`src/rtl/uart_pkg.sv`:
```
// Shared definitions for the UART receive path: FSM state encoding,
// frame data width and the baud-divisor helper used at instantiation.
package uart_pkg;

    localparam int DATA_BITS = 8;

    // Reference clock and line rate for the default board build.
    localparam int CLK_HZ    = 1_000_000;
    localparam int BAUD      = 9600;
    localparam int BAUD_DIV  = CLK_HZ / BAUD;

    typedef enum logic [2:0] {
        IDLE    = 3'd0,
        START   = 3'd1,
        DATA    = 3'd2,
        PARITY  = 3'd3,
        STOP    = 3'd4,
        RECOVER = 3'd5
    } rx_state_t;

    // Clock cycles per bit for a given reference clock and baud rate.
    function automatic int baud_div(input int clk_hz, input int baud);
        return clk_hz / baud;
    endfunction

endpackage

```
`src/rtl/uart_rx_sync_bit.sv`:
```
// Multi-flop synchronizer for a single asynchronous input pin.
// Depth and reset value are parameters so other async pins can reuse it.
module sync_bit #(
    parameter int   STAGES    = 2,
    parameter logic RESET_VAL = 1'b1
) (
    input  logic clk,
    input  logic rst_n,
    input  logic d,
    output logic q
);

    logic [STAGES-1:0] chain;

    // Shift the raw input through the flop chain; oldest stage drives q.
    always_ff @(posedge clk or negedge rst_n) begin
        if (!rst_n) begin
            chain <= {STAGES{RESET_VAL}};
        end else begin
            chain <= {chain[STAGES-2:0], d};
        end
    end

    assign q = chain[STAGES-1];

endmodule

```
`src/rtl/uart_rx.sv`:
```
// UART receiver: 8N1 by default, 8E1 when UART_RX_PARITY_EN is defined.
// Samples the synchronized line at mid-bit and emits one byte per frame.
//
// Output protocol: received and recv_error are single-cycle strobes and are
// never high together. On received, rx_byte already holds the new byte and
// keeps it until the next good frame. No back-pressure: the consumer must
// take the byte within one frame time.
module uart_rx
    import uart_pkg::*;
#(
    parameter int CLKS_PER_BIT = 104,
    parameter int SYNC_STAGES  = 2
) (
    input  logic       clk,
    input  logic       rst_n,
    input  logic       rx,
    output logic       received,
    output logic [7:0] rx_byte,
    output logic       is_receiving,
    output logic       recv_error
);

    localparam int             CW       = $clog2(CLKS_PER_BIT);
    localparam int             BW       = $clog2(DATA_BITS);
    localparam logic [CW-1:0]  HALF_M1  = CW'(CLKS_PER_BIT / 2 - 1);
    localparam logic [CW-1:0]  FULL_M1  = CW'(CLKS_PER_BIT - 1);
    localparam logic [BW-1:0]  LAST_BIT = BW'(DATA_BITS - 1);

    logic                 rxs;
    rx_state_t            state_q, state_d;
    logic [CW-1:0]        clk_cnt_q, clk_cnt_d;
    logic [BW-1:0]        bit_idx_q, bit_idx_d;
    logic [DATA_BITS-1:0] shreg_q, shreg_d;
    logic [DATA_BITS-1:0] rx_byte_q, rx_byte_d;
    logic                 received_q, received_d;
    logic                 recv_error_q, recv_error_d;
`ifdef UART_RX_PARITY_EN
    logic                 par_err_q, par_err_d;
`endif

    sync_bit #(
        .STAGES    (SYNC_STAGES),
        .RESET_VAL (1'b1)
    ) u_sync (
        .clk   (clk),
        .rst_n (rst_n),
        .d     (rx),
        .q     (rxs)
    );

    // State, counters, shift register and registered output strobes.
    always_ff @(posedge clk or negedge rst_n) begin
        if (!rst_n) begin
            state_q      <= IDLE;
            clk_cnt_q    <= '0;
            bit_idx_q    <= '0;
            shreg_q      <= '0;
            rx_byte_q    <= '0;
            received_q   <= 1'b0;
            recv_error_q <= 1'b0;
`ifdef UART_RX_PARITY_EN
            par_err_q    <= 1'b0;
`endif
        end else begin
            state_q      <= state_d;
            clk_cnt_q    <= clk_cnt_d;
            bit_idx_q    <= bit_idx_d;
            shreg_q      <= shreg_d;
            rx_byte_q    <= rx_byte_d;
            received_q   <= received_d;
            recv_error_q <= recv_error_d;
`ifdef UART_RX_PARITY_EN
            par_err_q    <= par_err_d;
`endif
        end
    end

    // Next-state logic: mid-bit sampling, shifting and frame checks.
    always_comb begin
        state_d      = state_q;
        clk_cnt_d    = clk_cnt_q;
        bit_idx_d    = bit_idx_q;
        shreg_d      = shreg_q;
        rx_byte_d    = rx_byte_q;
        received_d   = 1'b0;
        recv_error_d = 1'b0;
`ifdef UART_RX_PARITY_EN
        par_err_d    = par_err_q;
`endif
        case (state_q)
            IDLE: begin
                if (!rxs) begin
                    state_d   = START;
                    clk_cnt_d = '0;
                end
            end
            START: begin
                if (clk_cnt_q == HALF_M1) begin
                    clk_cnt_d = '0;
                    if (rxs) begin
                        // Low pulse shorter than half a bit: treat as noise.
                        state_d = IDLE;
                    end else begin
                        state_d   = DATA;
                        bit_idx_d = '0;
                    end
                end else begin
                    clk_cnt_d = clk_cnt_q + 1'b1;
                end
            end
            DATA: begin
                if (clk_cnt_q == FULL_M1) begin
                    clk_cnt_d = '0;
                    shreg_d   = {rxs, shreg_q[DATA_BITS-1:1]};
                    if (bit_idx_q == LAST_BIT) begin
`ifdef UART_RX_PARITY_EN
                        state_d = PARITY;
`else
                        state_d = STOP;
`endif
                    end else begin
                        bit_idx_d = bit_idx_q + 1'b1;
                    end
                end else begin
                    clk_cnt_d = clk_cnt_q + 1'b1;
                end
            end
`ifdef UART_RX_PARITY_EN
            PARITY: begin
                if (clk_cnt_q == FULL_M1) begin
                    clk_cnt_d = '0;
                    // Even parity: data bits plus parity bit must XOR to 0.
                    par_err_d = ^{shreg_q, rxs};
                    state_d   = STOP;
                end else begin
                    clk_cnt_d = clk_cnt_q + 1'b1;
                end
            end
`endif
            STOP: begin
                if (clk_cnt_q == FULL_M1) begin
                    clk_cnt_d = '0;
                    if (rxs) begin
                        // Leaving at mid-stop lets an immediate start bit be caught.
                        state_d = IDLE;
`ifdef UART_RX_PARITY_EN
                        if (par_err_q) begin
                            recv_error_d = 1'b1;
                        end else begin
                            received_d = 1'b1;
                            rx_byte_d  = shreg_q;
                        end
`else
                        received_d = 1'b1;
                        rx_byte_d  = shreg_q;
`endif
                    end else begin
                        recv_error_d = 1'b1;
                        state_d      = RECOVER;
                    end
                end else begin
                    clk_cnt_d = clk_cnt_q + 1'b1;
                end
            end
            RECOVER: begin
                // Framing error: wait for the line to return high.
                if (rxs) begin
                    state_d = IDLE;
                end
            end
            default: begin
                state_d = IDLE;
            end
        endcase
    end

    assign received     = received_q;
    assign recv_error   = recv_error_q;
    assign rx_byte      = rx_byte_q;
    assign is_receiving = (state_q != IDLE);

endmodule

```
`config.mk`:
```
export PLATFORM = sky130hd
export DESIGN_NAME = uart_rx
export DESIGN_NICKNAME = d
export VERILOG_FILES = /design/src/rtl/uart_pkg.sv /design/src/rtl/uart_rx_sync_bit.sv /design/src/rtl/uart_rx.sv
export SDC_FILE = /design/constraint.sdc
export NUM_CORES = 1
export LEC_CHECK = 0
export CORE_MARGIN = 1.5
export CORE_UTILIZATION = 55
export CTS_CLUSTER_DIAMETER = 30
export DETAILED_ROUTE_END_ITERATION = 6
export PLACE_DENSITY = 0.79
export SLEW_MARGIN = 40
export SYNTH_ARGS = -nofsm -noshare
export SYNTH_HDL_FRONTEND = slang
export SYNTH_HIERARCHICAL = 1
export SYNTH_SLANG_ARGS = --single-unit
export TNS_END_PERCENT = 30
```
`constraint.sdc`:
```
create_clock -name clk -period 4 [get_ports clk]
set_clock_uncertainty 0.05 [all_clocks]
set_input_delay 0.8 -clock clk [delete_from_list [all_inputs] [get_ports clk]]
set_output_delay 0.8 -clock clk [all_outputs]
set_load 0.02 [all_outputs]
```
-- Yosys cells after proc, flatten, opt, wreduce, memory -nomap -nowiden
Index checks and enable logic that the tools add are counted.
- input port bits: 3
- output and inout port bits: 11
- register bits: 33
- word-level logic and storage cells: 59
- equality and inequality tests: 15
- reduce and logical (&&, ||, !) cells: 10
- multiplexer cells: 24
- add/subtract/negate cells: 2
- operators with widths (operator ; number):
    2-to-1 mux 3 bit ; 11
    2-to-1 mux 7 bit ; 3
    case mux 7 bit (3 select lines) ; 1
    case mux 3 bit (5 select lines) ; 1
    inequality test 2 bit (second input constant) ; 7
    == test 3 bit (second input constant) ; 3
    adder 7 x 1 -> 7 bit (second input constant) ; 1
    == test 7 x 6 -> 1 bit (second input constant) ; 1
    == test 7 bit (second input constant) ; 1
    2-to-1 mux 1 bit ; 6
    case mux 3 bit (2 select lines) ; 1
    AND reduction 6 bit ; 1
    nonzero test 3 bit ; 2
    AND reduction 5 bit ; 1
    AND reduction 2 bit ; 2
    adder 3 x 1 -> 3 bit (second input constant) ; 1
    == test 3 x 1 -> 1 bit (second input constant) ; 1
    == test 3 x 2 -> 1 bit (second input constant) ; 1
    zero test 3 bit ; 1
    AND reduction 3 bit ; 1
    2-to-1 mux 2 bit ; 1
    inequality test 2 x 1 -> 1 bit (second input constant) ; 1
    nonzero test 2 bit ; 1
    OR reduction 2 bit ; 1

-- Logic depth before layout (Yosys ltp)
- depth in word-level cells: 4
- depth in mapped cells: 6
- mapped depth without buffers: 6

-- Modules after synthesis
The synthesis kept the hierarchy.
- modules (own cells, without submodules) (module ; area an instance (um^2) ; cells an instance ; times used ; seq. area each (um^2)):
    uart_rx ; 1522.7 ; 125 ; 1 ; 775.7
    sync_bit ; 52.6 ; 2 ; 1 ; 52.6

-- Worst setup path before layout
No wires, ideal clock.
- kind: flip-flop to output port
- from: register state_q[0]
- to: output is_receiving
- required time: 3.150 ns
- buffers on the path: 1
- slack: 2.120 ns
- data arrival time: 1.030 ns
- stages on the path, launching flop included: 3
- cells stage by stage: dfrtp_1 > buf_2 > or3_1
- cells in the longest elaborated chain, start to end: 1
- RTL lines (what ; line ; source):
    start, declared ; uart_rx.sv:30 ; rx_state_t state_q, state_d;
    start signal, assigned ; uart_rx.sv:65 ; state_q <= state_d;
    nonzero test 3 bit ; uart_rx.sv:180 ; assign is_receiving = (state_q != IDLE);
    end, declared ; uart_rx.sv:19 ; output logic is_receiving,
Every way passes these cells.

-- Worst setup path in the final report
Same ends and word-level chain as after synthesis.

==> results by group <==
Critical path
  – CP max FO: 14
  – Endpoint type of the worst setup path: output port
  – Arr. time, crit path: roughly 1.9 ns
  – R2R Path Start: state_q[2]
  – CP startpoint kind: register
  – Critical Path RT: 3.15 ns
  – Critical path origin: state_q[0]
  – Crit path kind: reg -> out

Timing
  – Slew Limit Fails: 0
  – Post-route minimum period: 2.70 ns
  – Worst Hold Slack: 0.315 ns
  – Fin. Hold Viols: 0
  – Least-Margin Pin Slew: 0.467 ns
  – Setup TNS: 0 ns
  – Final setup fails: 0
  – Share of the clock period used by the worst path: about two thirds
  – Fmax: approximately 0.37 GHz
  – Rel. slew slack: 68.9%
  – RSZ-0062 raised after global routing: no
  – Setup ws final: 1.30 ns

Place
  – Placed cells: 167
  – Pre-CTS WS: 1.68 ns
  – Routability cong.: 0.779
  – Input/output buffers: 13
  – Area after DPL: between 1500 and 2000 sq um
  – DP Wirelength: just under 2000 um

Global routing
  – Gr ovfl total: 0
  – Initial antenna violation count: 0
  – First-pass GRT wire length: 4890 um
  – Largest net degree at the start of global routing: 34
  – Total global-route track usage: between 20% and 30%
  – Vias in the first global route: 1,059

Logic synthesis
  – Post-synth EDFFs: 0
  – Commonest register cell after synthesis: dfrtp_1
  – Netlist Area Pre-Place: 1580 sq um
  – Seq/Total Area, Yosys: 52.6%
  – Mapped Cells: 127
  – Post-synthesis async set-or-reset flop share: 100%
  – Synth top area share: between 40% and 50%
  – Synth Warn #: 6
  – Synth top area cells: dfrtp_1 (49%), mux2_2 (12%), dfstp_2 (3.3%), xnor2_1 (2.8%), ha_1 (2.4%)
  – Area leader, netlist: dfrtp_1
  – Syn nets: between 100 and 150
  – Synth unique cells: 41
  – FF+latch count, synth: 33
  – Synthesized area per cell: 12.4 sq um

CTS
  – Post_cts resized: 0
  – Clock-pin slew on the worst setup and hold paths: 0.10 ns
  – H-tree levels: 2
  – TritonCTS buffer count: 5
  – Skew-Pair Late Insertion Delay: 0.33 ns
  – CTS Hold Bufs: 0
  – Clock Tree Buf Depth: 2
  – Clk root buf: clkbuf_4
  – CTS tree: yes
  – Total setup buffers inserted after CTS: 0
  – CTS sink cnt: 33

Floorplanning
  – Initial core utilization: 57.6%
  – # IOs: 14
  – Num rows: 19
  – Die H: 56.5 um
  – Die Span X: 56.5 um
  – CORE AREA: 2730 sq um
  – Total die area: around 3200 sq um

Route
  – Wire length per cell: between 15 and 20 um
  – Antenna-violating nets left: 0
  – DR vias: 1,057
  – Average vias per placed instance: 6.04
  – TritonRoute pass-1 iters: 4
  – DR iter-0 viols: 12
  – DRC viols: 0
  – Total Wirelength: ~2800 um

Min path
  – Hold Crit Class: reg -> reg
  – Min-Delay Startpoint: u_sync/chain[0]

Layout
  – Layout Area Growth over Synthesis: 12.9%
  – Fin nets: 149
  – Layout Cells excl Fill: between 150 and 200
  – Design Area, Final: approximately 1800 sq um
  – Fin util: 65.1%
  – N_diodes: 0
  – Fill count: 204
  – Fraction of layout cells with a size suffix above 1: 24.3%

Pwr
  – Pleak: 0.815 nW
  – Total power: around 0.54 mW
  – Maximum vdd drop: about 0.36 mV
  – Pwr/cell area: 302 nW/um^2

Job
  – Max Cap Viol: 0

Outcome
  – Status: completed
[sequential cells by signal, summed over array words and instances (netlist names)]
name and flops:
shreg_q 8, received 1, clk_cnt_q 7, rx_byte 8, bit_idx_q 3, state_q 3, u_sync/chain 2, recv_error 1
[path summary, 6_finish.rpt]
| kind | endpoint | slack, ns | depth (start not counted) |
|---|---|---|---|
| min in group asynchronous | clk_cnt_q[1] | 0.81 | 2 |
| max reg2reg | shreg_q[5] | 2.05 | 3 |
| max | is_receiving | 1.30 | 2 |
| max in group asynchronous | u_sync/chain[1] | 2.74 | 2 |
| min reg2reg | u_sync/chain[1] | 0.31 | 0 |
| min | u_sync/chain[1] | 0.31 | 0 |
[final cells by class]
cell class | instances | area (sq um) | share of cell area, %
flip-flops and latches | 33 | 828 | 46.6
multi-input cells | 87 | 708 | 39.8
repair buffers | 14 | 138 | 7.74
clock buffers | 8 | 58.8 | 3.31
well taps | 31 | 38.8 | 2.18
inverters | 2 | 7.51 | 0.422
[worst max-delay path, cell delays in order (launching register included)]
cell and delay [ns]:
dfrtp_1 0.55, or3_1 0.42, clkdlybuf4s50_1 0.54
[report_power, final]
group / total (mW) / switching (mW) / internal [mW]
clock network: 0.190 / 0.103 / 0.0867
logic: 0.0103 / 0.00704 / 0.00326
registers: 0.337 / 0.00196 / 0.335
total: 0.537 / 0.112 / 0.425
[layout by cell type, fill, tap and decap left out, types with 4 or more instances in the layout]
cell              n
a21oi_1           7
clkbuf_4          5
clkdlybuf4s50_1  13
dfrtp_1          31
mux2_2           17
nor2_1            7
nor3_1            4
xnor2_1           5
[layer usage]
layer / vias up / GRT usage (%) / wire [um]
met3: 5 / 4.84 / 93
met5: - / 0 / 0
met4: 0 / 7.14 / 53
met2: 23 / 33.1 / 1440
met1: 535 / 26.2 / 1240
li1: 494 / - / -
[synth_stat cells (all sizes together), types with 2 or more instances]
library cell	number
o21ai	2
nor3	4
or3	3
a22o	3
mux2	17
nand3	3
o22ai	2
dfstp	2
nand2b	2
nor4	3
dfrtp	31
a21oi	7
xnor2	5
and2	2
ha	3
nand2	3
inv	2
buf	5
nor2b	3
nor2	8
[kinds of logic (layout without fill, tap and decap cells)]
family | after synthesis | count (layout) | share of synthesized area [%]
adder cells (fa/ha/maj) | 4 | 4 | 3.10
AND/OR/NAND/NOR | 42 | 42 | 18.3
multiplexers | 17 | 17 | 12.2
AO/OA/AOI/OAI | 19 | 19 | 8.26
flip-flops | 33 | 33 | 52.6
buffers and inverters | 7 | 24 | 2.86
XOR/XNOR | 5 | 5 | 2.78
No activity file was read; power rests on OpenSTA's default activity.
